===== config.mk =====
export PLATFORM = sky130hd
export DESIGN_NAME = sipo_rx_ctrl
export DESIGN_NICKNAME = d
export VERILOG_FILES = /design/src/rtl/sipo_rx_ctrl_pkg.sv /design/src/rtl/sipo_shreg.sv /design/src/rtl/sipo_rx_ctrl.sv
export SDC_FILE = /design/constraint.sdc
export NUM_CORES = 1
export LEC_CHECK = 0
export CELL_PAD_IN_SITES_DETAIL_PLACEMENT = 0
export CELL_PAD_IN_SITES_GLOBAL_PLACEMENT = 2
export CORE_ASPECT_RATIO = 0.6
export CORE_UTILIZATION = 34
export CTS_CLUSTER_SIZE = 28
export DETAILED_ROUTE_END_ITERATION = 16
export PLACE_DENSITY_LB_ADDON = 0.1
export SLEW_MARGIN = 20
export SYNTH_ARGS = -nofsm -noshare
export SYNTH_HDL_FRONTEND = slang
export SYNTH_SLANG_ARGS = --single-unit
export TNS_END_PERCENT = 50

===== constraint.sdc =====
create_clock -name clk -period 1.7 [get_ports clk]
set_input_delay 0.255 -clock clk [delete_from_list [all_inputs] [get_ports clk]]
set_output_delay 0.255 -clock clk [all_outputs]
set_load 0.05 [all_outputs]

===== src/rtl/sipo_rx_ctrl_pkg.sv =====
// Shared types and helpers for the serial-in/parallel-out frame receiver.
package sipo_rx_ctrl_pkg;

    typedef enum logic [1:0] {
        IDLE,
        SHIFT,
        PARITY,
        STOP
    } state_t;

    // High when data bits plus parity bit disagree with the chosen sense.
    function automatic logic parity_of(
        input logic [31:0] word,
        input logic        pbit,
        input logic        odd
    );
        return (^word) ^ pbit ^ odd;
    endfunction

endpackage


===== src/rtl/sipo_shreg.sv =====
// WIDTH-bit left-shifting register; new bits enter at bit 0.
module sipo_shreg #(
    parameter int WIDTH = 4
) (
    input  logic             clk,
    input  logic             reset,
    input  logic             en,
    input  logic             d,
    output logic [WIDTH-1:0] q
);

    always_ff @(posedge clk or negedge reset) begin
        if (!reset)
            q <= '0;
        else if (en)
            q <= {q[WIDTH-2:0], d};
    end

endmodule


===== src/rtl/sipo_rx_ctrl.sv =====
// Frame controller: start bit, WIDTH data bits MSB-first, optional parity,
// stop bit; good words are handed out on a double-buffered valid/ready port.
import sipo_rx_ctrl_pkg::*;

module sipo_rx_ctrl #(
    parameter int WIDTH      = 4,
    parameter bit PARITY_EN  = 1'b1,
    parameter bit PARITY_ODD = 1'b0
) (
    input  logic             clk,
    input  logic             reset,
    input  logic             s_in,
    input  logic             s_valid,
    input  logic             clr,
    output logic [WIDTH-1:0] p_data,
    output logic             p_valid,
    input  logic             p_ready,
    output logic             busy,
    output logic             parity_err,
    output logic             frame_err,
    output logic             overrun
);

    localparam int CW = $clog2(WIDTH + 1);

    state_t           state;
    logic [CW-1:0]    cnt;
    logic             par_bad;
    logic [WIDTH-1:0] shreg_q;
    logic             shift_en;
    logic             stop_hit;
    logic             good;

    assign shift_en = !clr && s_valid && (state == SHIFT);
    assign stop_hit = s_valid && (state == STOP);
    assign good     = stop_hit && s_in && !par_bad;
    assign busy     = (state != IDLE);

    sipo_shreg #(
        .WIDTH(WIDTH)
    ) u_shreg (
        .clk  (clk),
        .reset(reset),
        .en   (shift_en),
        .d    (s_in),
        .q    (shreg_q)
    );

    always_ff @(posedge clk or negedge reset) begin
        if (!reset) begin
            state      <= IDLE;
            cnt        <= '0;
            par_bad    <= 1'b0;
            p_data     <= '0;
            p_valid    <= 1'b0;
            parity_err <= 1'b0;
            frame_err  <= 1'b0;
            overrun    <= 1'b0;
        end else begin
            parity_err <= 1'b0;
            frame_err  <= 1'b0;
            overrun    <= 1'b0;
            if (clr) begin
                state   <= IDLE;
                cnt     <= '0;
                par_bad <= 1'b0;
                p_valid <= 1'b0;
            end else begin
                // A good word may replace the held one only if it is taken now.
                if (good) begin
                    if (!p_valid || p_ready) begin
                        p_data  <= shreg_q;
                        p_valid <= 1'b1;
                    end else begin
                        overrun <= 1'b1;
                    end
                end else if (p_valid && p_ready) begin
                    p_valid <= 1'b0;
                end

                if (s_valid) begin
                    unique case (state)
                        IDLE: begin
                            if (!s_in) begin
                                state   <= SHIFT;
                                cnt     <= '0;
                                par_bad <= 1'b0;
                            end
                        end
                        SHIFT: begin
                            cnt <= cnt + 1'b1;
                            if (cnt == CW'(WIDTH - 1))
                                state <= PARITY_EN ? PARITY : STOP;
                        end
                        PARITY: begin
                            par_bad <= parity_of(32'(shreg_q), s_in,
                                                 PARITY_ODD);
                            state   <= STOP;
                        end
                        STOP: begin
                            state      <= IDLE;
                            frame_err  <= !s_in;
                            parity_err <= s_in && par_bad;
                        end
                    endcase
                end
            end
        end
    end

endmodule


==> summary.txt, run 1 <==
Critical path
  – Crit Path Max Fanout: 5
  – Worst Path Arrival: 1800 ps
  – Setup crit start kind: flop
  – CP Capture Type: flop
  – Cell family with most CP delay: flip-flops
  – CP cell instances: inv_1 -> ha_1 -> or2_2 -> a21oi_1 -> mux2_2
  – Crit-path slowest cell: dfrtp_1
  – Largest stage delay, worst path: 400 ps
  – Critical path buffers and inverters: 1
  – CP required: 1890 ps
  – Setup Crit Path Kind: flop to flop

Synth
  – Post-synth net total: 82
  – Synth warn: 0
  – Sequential fraction of the synthesis area: 50.2%
  – FF+latch count, synth: 18
  – Gate Count Post-Synth: 69
  – Number of library cell types mapped by synthesis: 24
  – Post-synth EDFFs: 0
  – Ys flop type: dfrtp_1
  – Synth area leader: dfrtp_1
  – Cell Area, Synth: 897 um^2
  – Synth top area cells: dfrtp_1, mux2_2, ha_1
  – Area share of the largest cell type after synthesis: 50.2%
  – Asr flop ratio synth: 100%
  – Syn Area/Cell: 13.0 um^2

Global route
  – Grt peak-use layer: met2
  – M2 GR Usage: 18.6%
  – Antenna violations before repair: 0
  – Residual overflow from global routing: 0
  – First-pass GRT wire length: 2760 um
  – Number of global-route vias before repair: 609
  – Grt met3 use: 6.87%
  – Total track usage: 13.7%
  – Largest net degree at the start of global routing: 19
  – GR Util met1: 18.5%

Floorplanning
  – Starting Density: 38.6%
  – Site Rows: 13
  – Core Region: 2330 um^2
  – Boundary pin count: 15
  – Die Y: 41.8 um
  – Die area: 2850 um^2
  – Die Width: 68.3 um

STA
  – Final hold slack: 329 ps
  – Max-slew headroom at the worst pin: 81.1%
  – Setup TNS Final: 0 ps
  – Worst Slack Setup Final: 83.2 ps
  – Part of the cycle the worst path needs: 95.1%
  – Worst slew pin tran: 283 ps
  – Endpoints failing setup: 0
  – Post-route minimum period: 1620 ps
  – Fmax achieved: 618 MHz
  – Final Max Tran Viols: 0
  – RSZ-0062 raised after global routing: false
  – Final hold vios: 0
  – Worst Clk Skew: 7.03 ps

Clocking
  – Clock slew at reported path FFs: 70 ps
  – CTS resizes: 0
  – Clk sink count: 18
  – Postcts setup bufs: 0
  – Cts bufs inserted: 3
  – H-tree levels: 1
  – CTS Buffer Depth: 2
  – CTS tree: yes
  – Root Driver: clkbuf_8
  – CTS Hold Bufs: 0
  – Worst skew pair latency: 250 ps

Routing
  – DR pass1 iterations: 4
  – Post-detailed-route count of antenna-violating nets: 0
  – Vias/cell: 4.89
  – DRT iter0 DRCs: 48
  – Drt wl/cell: 13.2 um
  – DRC: 0
  – Vias: 596
  – WL final: 1610 um

Worst hold path
  – HP Class: input port to async pin

Finish
  – Most common cell after layout, fill and taps aside: dfrtp_1
  – Share of cells above drive strength 1: 34.8%
  – Synthesis-to-finish area growth: 28.6%
  – ANT cells: 0
  – Most frequent cells in the layout: dfrtp_1, buf_4, mux2_2, ha_1, inv_1
  – # nets final: 107

Pwr
  – Power per cell area: 963 nW/um^2
  – Static leakage: 0.579 nW
  – VDD IR max: 0.641 mV

Placed design
  – Pre-CTS worst setup slack: -40.4 ps
  – HPWL Detailed: 1250 um
  – RD Place Congestion: 0.744
  – PortBufs: 14

Run status
  – Status: completed

Flow run
  – Max-cap violations: 0
[area by class of cell]
type / instances / area (um^2)
tap: 30 / 37.5
inverter: 6 / 22.5
sequential: 18 / 450
timing repair buffer: 21 / 183
multi-input combinational: 44 / 419
clock buffer: 3 / 41.3
fill: 215 / 1170
[sequential cells by signal, indices dropped and copies added, names as in the netlist]
name and flops:
p_data 4, u_shreg.q 4, cnt 3, state 2
frame_err 1, overrun 1, p_valid 1, par_bad 1
parity_err 1
[power breakdown]
group / internal (W) / switching (W)
combinational: 0.000167 / 0.000125
sequential: 0.000478 / 0.0000554
clock: 0.000157 / 0.000129
total: 0.000802 / 0.000309
[logic make-up after synthesis]
family                     synth area share [%]
DFF                                        50.2
AOI/OAI and AO/OA                          9.76
xor gates and xnor gates                   4.46
adders and majority gates                  9.76
and+or+nand+nor                            11.4
muxes                                      11.3
buffers and inverters                      3.07
[metal layers]
| layer | routed length (um) | share of wire (%) | vias to the layer above |
|---|---|---|---|
| met4 | 25 | 1.6 | 0 |
| met5 | 0 | 0 | - |
| met2 | 645 | 40 | 13 |
| met1 | 837 | 52 | 290 |
| li1 | - | - | 288 |
| met3 | 103 | 6.4 | 5 |
[synth_stat cells, types with 2 or more instances]
| cell type | n |
|---|---|
| nand3b_1 | 2 |
| xnor2_1 | 2 |
| nor3_1 | 2 |
| mux2_2 | 9 |
| nor2_1 | 2 |
| ha_1 | 7 |
| a21oi_1 | 4 |
| a22o_1 | 2 |
| dfrtp_1 | 18 |
| nand2b_1 | 2 |
| inv_1 | 6 |
[worst paths after layout]
path                           from  endpoint  cells after the start  slack (ps)
max                        state[0]    cnt[0]                      5          80
min                           reset  state[1]                      2         330
max reg2reg                state[0]    cnt[0]                      5          80
min reg2reg                  cnt[2]    cnt[2]                      1         500
max in group asynchronous     reset    cnt[2]                      2        1170
min in group clk             cnt[2]    cnt[2]                      1         500
[metrics by stage]
step | instance area [um^2] | power (W) | cells | util [%]
finish | 1150 | 0.00111 | 122 | 49.6
global route | 1150 | 0.00118 | 122 | 49.6
CTS | 1150 | 0.00113 | 122 | 49.6
detailed placement | 1110 | 0.000835 | 119 | 47.8
global placement | 1110 | 0.000835 | 119 | 47.8
floorplan | 897 | 0.000732 | 69 | -
No activity file was read; power rests on OpenSTA's default activity.
==> run 2: changes to the inputs <==
--- a/config.mk
+++ b/config.mk
@@ -12,8 +12,8 @@
 export CTS_CLUSTER_SIZE = 28
 export DETAILED_ROUTE_END_ITERATION = 16
 export PLACE_DENSITY_LB_ADDON = 0.1
+export RECOVER_POWER = 50
 export SLEW_MARGIN = 20
 export SYNTH_ARGS = -nofsm -noshare
 export SYNTH_HDL_FRONTEND = slang
 export SYNTH_SLANG_ARGS = --single-unit
-export TNS_END_PERCENT = 50
==> constraint.sdc (replaced) <==
create_clock -name clk -period 1.7 [get_ports clk]
set_input_delay 0.255 -clock clk [delete_from_list [all_inputs] [get_ports clk]]
set_output_delay 0.255 -clock clk [all_outputs]
set_load 0.02 [all_outputs]
==> summary.txt, run 2 (synthesis gave the netlist of run 1 again) <==
Global route
  – First-pass GRT wire length: 2680 um
  – Residual overflow from global routing: 0
  – Antenna violations before repair: 0
  – Number of global-route vias before repair: 565
  – Total track usage: 13.3%
  – Largest net degree at the start of global routing: 19

Pwr
  – Power per cell area: 919 nW/um^2
  – Clock share of power: 25.6%
  – VDD IR max: 0.600 mV
  – Comb power frac: 25.2%
  – Static leakage: 0.568 nW
  – Switching Fraction: 26.4%
  – Final Power: 0.00109 W
  – NetSw: 0.000286 W
  – Seq pwr share: 49.2%
  – Power Internal: 0.000799 W

STA
  – Final Max Tran Viols: 0
  – Worst Clk Skew: 4.69 ps
  – Setup TNS Final: 0 ps
  – Worst slew pin tran: 939 ps
  – Part of the cycle the worst path needs: 95.3%
  – Final hold vios: 0
  – Post-route minimum period: 1620 ps
  – Fmax achieved: 617 MHz
  – Worst Slack Setup Final: 80.5 ps
  – Max-slew headroom at the worst pin: 37.4%
  – Endpoints failing setup: 0

Clocking
  – Clock slew at reported path FFs: 60 ps
  – Postcts setup bufs: 0
  – Clk sink count: 18
  – Cts bufs inserted: 3
  – CTS Buffer Depth: 2
  – Worst skew pair latency: 240 ps
  – Root Driver: clkbuf_8
  – H-tree levels: 1
  – CTS tree: yes

Critical path
  – Critical R2R Capture: cnt[0]
  – R2R cell count: 6
  – Setup Crit Path Kind: flop to flop
  – Worst Path Arrival: 1800 ps
  – Setup crit start kind: flop
  – CP Capture Type: flop
  – CP required: 1880 ps
  – Crit Path Max Fanout: 4
  – Reg2Reg Launch Point: state[1]
  – Reg-to-reg slack, setup: 80 ps

Finish
  – Register area: 450 um^2
  – Biggest regs: p_data x4, u_shreg.q x4, cnt x3
  – ANT cells: 0
  – Most common cell after layout, fill and taps aside: dfrtp_1
  – Multi-input gate area: 430 um^2
  – Post-route cell area: 1180 um^2
  – Final core utilization: 50.8%
  – Share of cells above drive strength 1: 25.5%
  – # nets final: 109
  – Fillers: 220
  – Synthesis-to-finish area growth: 31.7%
  – Most frequent cells in the layout: dfrtp_1, clkdlybuf4s50_1, mux2_2, ha_1, buf_4

Floorplanning
  – Core Region: 2330 um^2
  – Starting Density: 38.6%
  – Die Width: 68.3 um
  – Die Y: 41.8 um
  – Die area: 2850 um^2
  – Site Rows: 13
  – Boundary pin count: 15

Flow run
  – Max-cap violations: 0

Worst hold path
  – Hold_sp: cnt[2]
  – Min-Delay Path Depth: 1
  – HP Class: flop to flop
  – End of the worst hold path: cnt[2]

Placed design
  – HPWL Detailed: 1250 um
  – RD Place Congestion: 0.737
  – DP Area: 1140 um^2
  – Pre-CTS worst setup slack: -94.9 ps
  – PortBufs: 14

Routing
  – Vias/cell: 4.80
  – DR pass1 iterations: 4
  – DRT iter0 DRCs: 53
  – Vias: 595
  – Drt wl/cell: 12.7 um
  – WL final: 1580 um
  – Post-detailed-route count of antenna-violating nets: 0
  – DRC: 0

Run status
  – Status: completed
run 2: cell types whose count changed in the layout (fill, tap and decap cells not counted):
cell / before / now
a21oi_1: 4 / 3
a21boi_2: 1 / 0
clkdlybuf4s50_1: 5 / 11
a21boi_4: 0 / 1
dlygate4sd2_1: 0 / 1
clkbuf_1: 0 / 2
dlygate4sd3_1: 0 / 2
a21oi_2: 0 / 1
buf_12: 1 / 0
buf_4: 15 / 7
run 2: critical path, cell delays in order (launching register included):
cell and delay [ps]:
dfrtp_1 390, inv_1 100, ha_1 220, buf_4 160, or2_2 280, a21oi_2 200
mux2_2 190
run 2: power groups by stage:
stage | clock network (W) | logic [W] | registers, W
floorplan | 0 | 0.000191 | 0.000527
global placement | 0 | 0.000273 | 0.000541
detailed placement | 0 | 0.000272 | 0.000541
CTS | 0.000294 | 0.000271 | 0.000532
global route | 0.000306 | 0.000301 | 0.000543
finish | 0.000278 | 0.000274 | 0.000534
run 2: worst max path at each step:
stage,from,endpoint,depth (start not counted)
finish,state[1],cnt[0],6
global route,state[1],cnt[0],6
CTS,state[1],cnt[0],6
detailed placement,s_in,p_data[0],4
global placement,s_in,p_data[2],4
floorplan,state[0],cnt[0],5
run 2: repair_timing:
action	in CTS	in global routing
resized for setup	1	2
endpoints found under the setup margin	1	3
hold buffers	0	0
run 2: layout make-up:
cell class / count / share of cell area, %
Clock buffer: 3 / 3.50
Multi-Input combinational cell: 44 / 36.4
Timing Repair Buffer: 23 / 16.8
Inverter: 6 / 1.91
Tap cell: 30 / 3.18
Sequential cell: 18 / 38.1
run 2: layer usage:
layer | part of all wire [%] | global-route usage (%)
met4 | 0.82 | 3.75
met2 | 40 | 16.1
met3 | 5.3 | 5.77
met1 | 54 | 20.6
met5 | 0 | 0
run 2: through the flow:
stage	std cells	hold slack (ps)
detailed placement	121	492
CTS	124	344
global placement	121	490
floorplan	69	-40.6
global route	124	524
finish	124	500
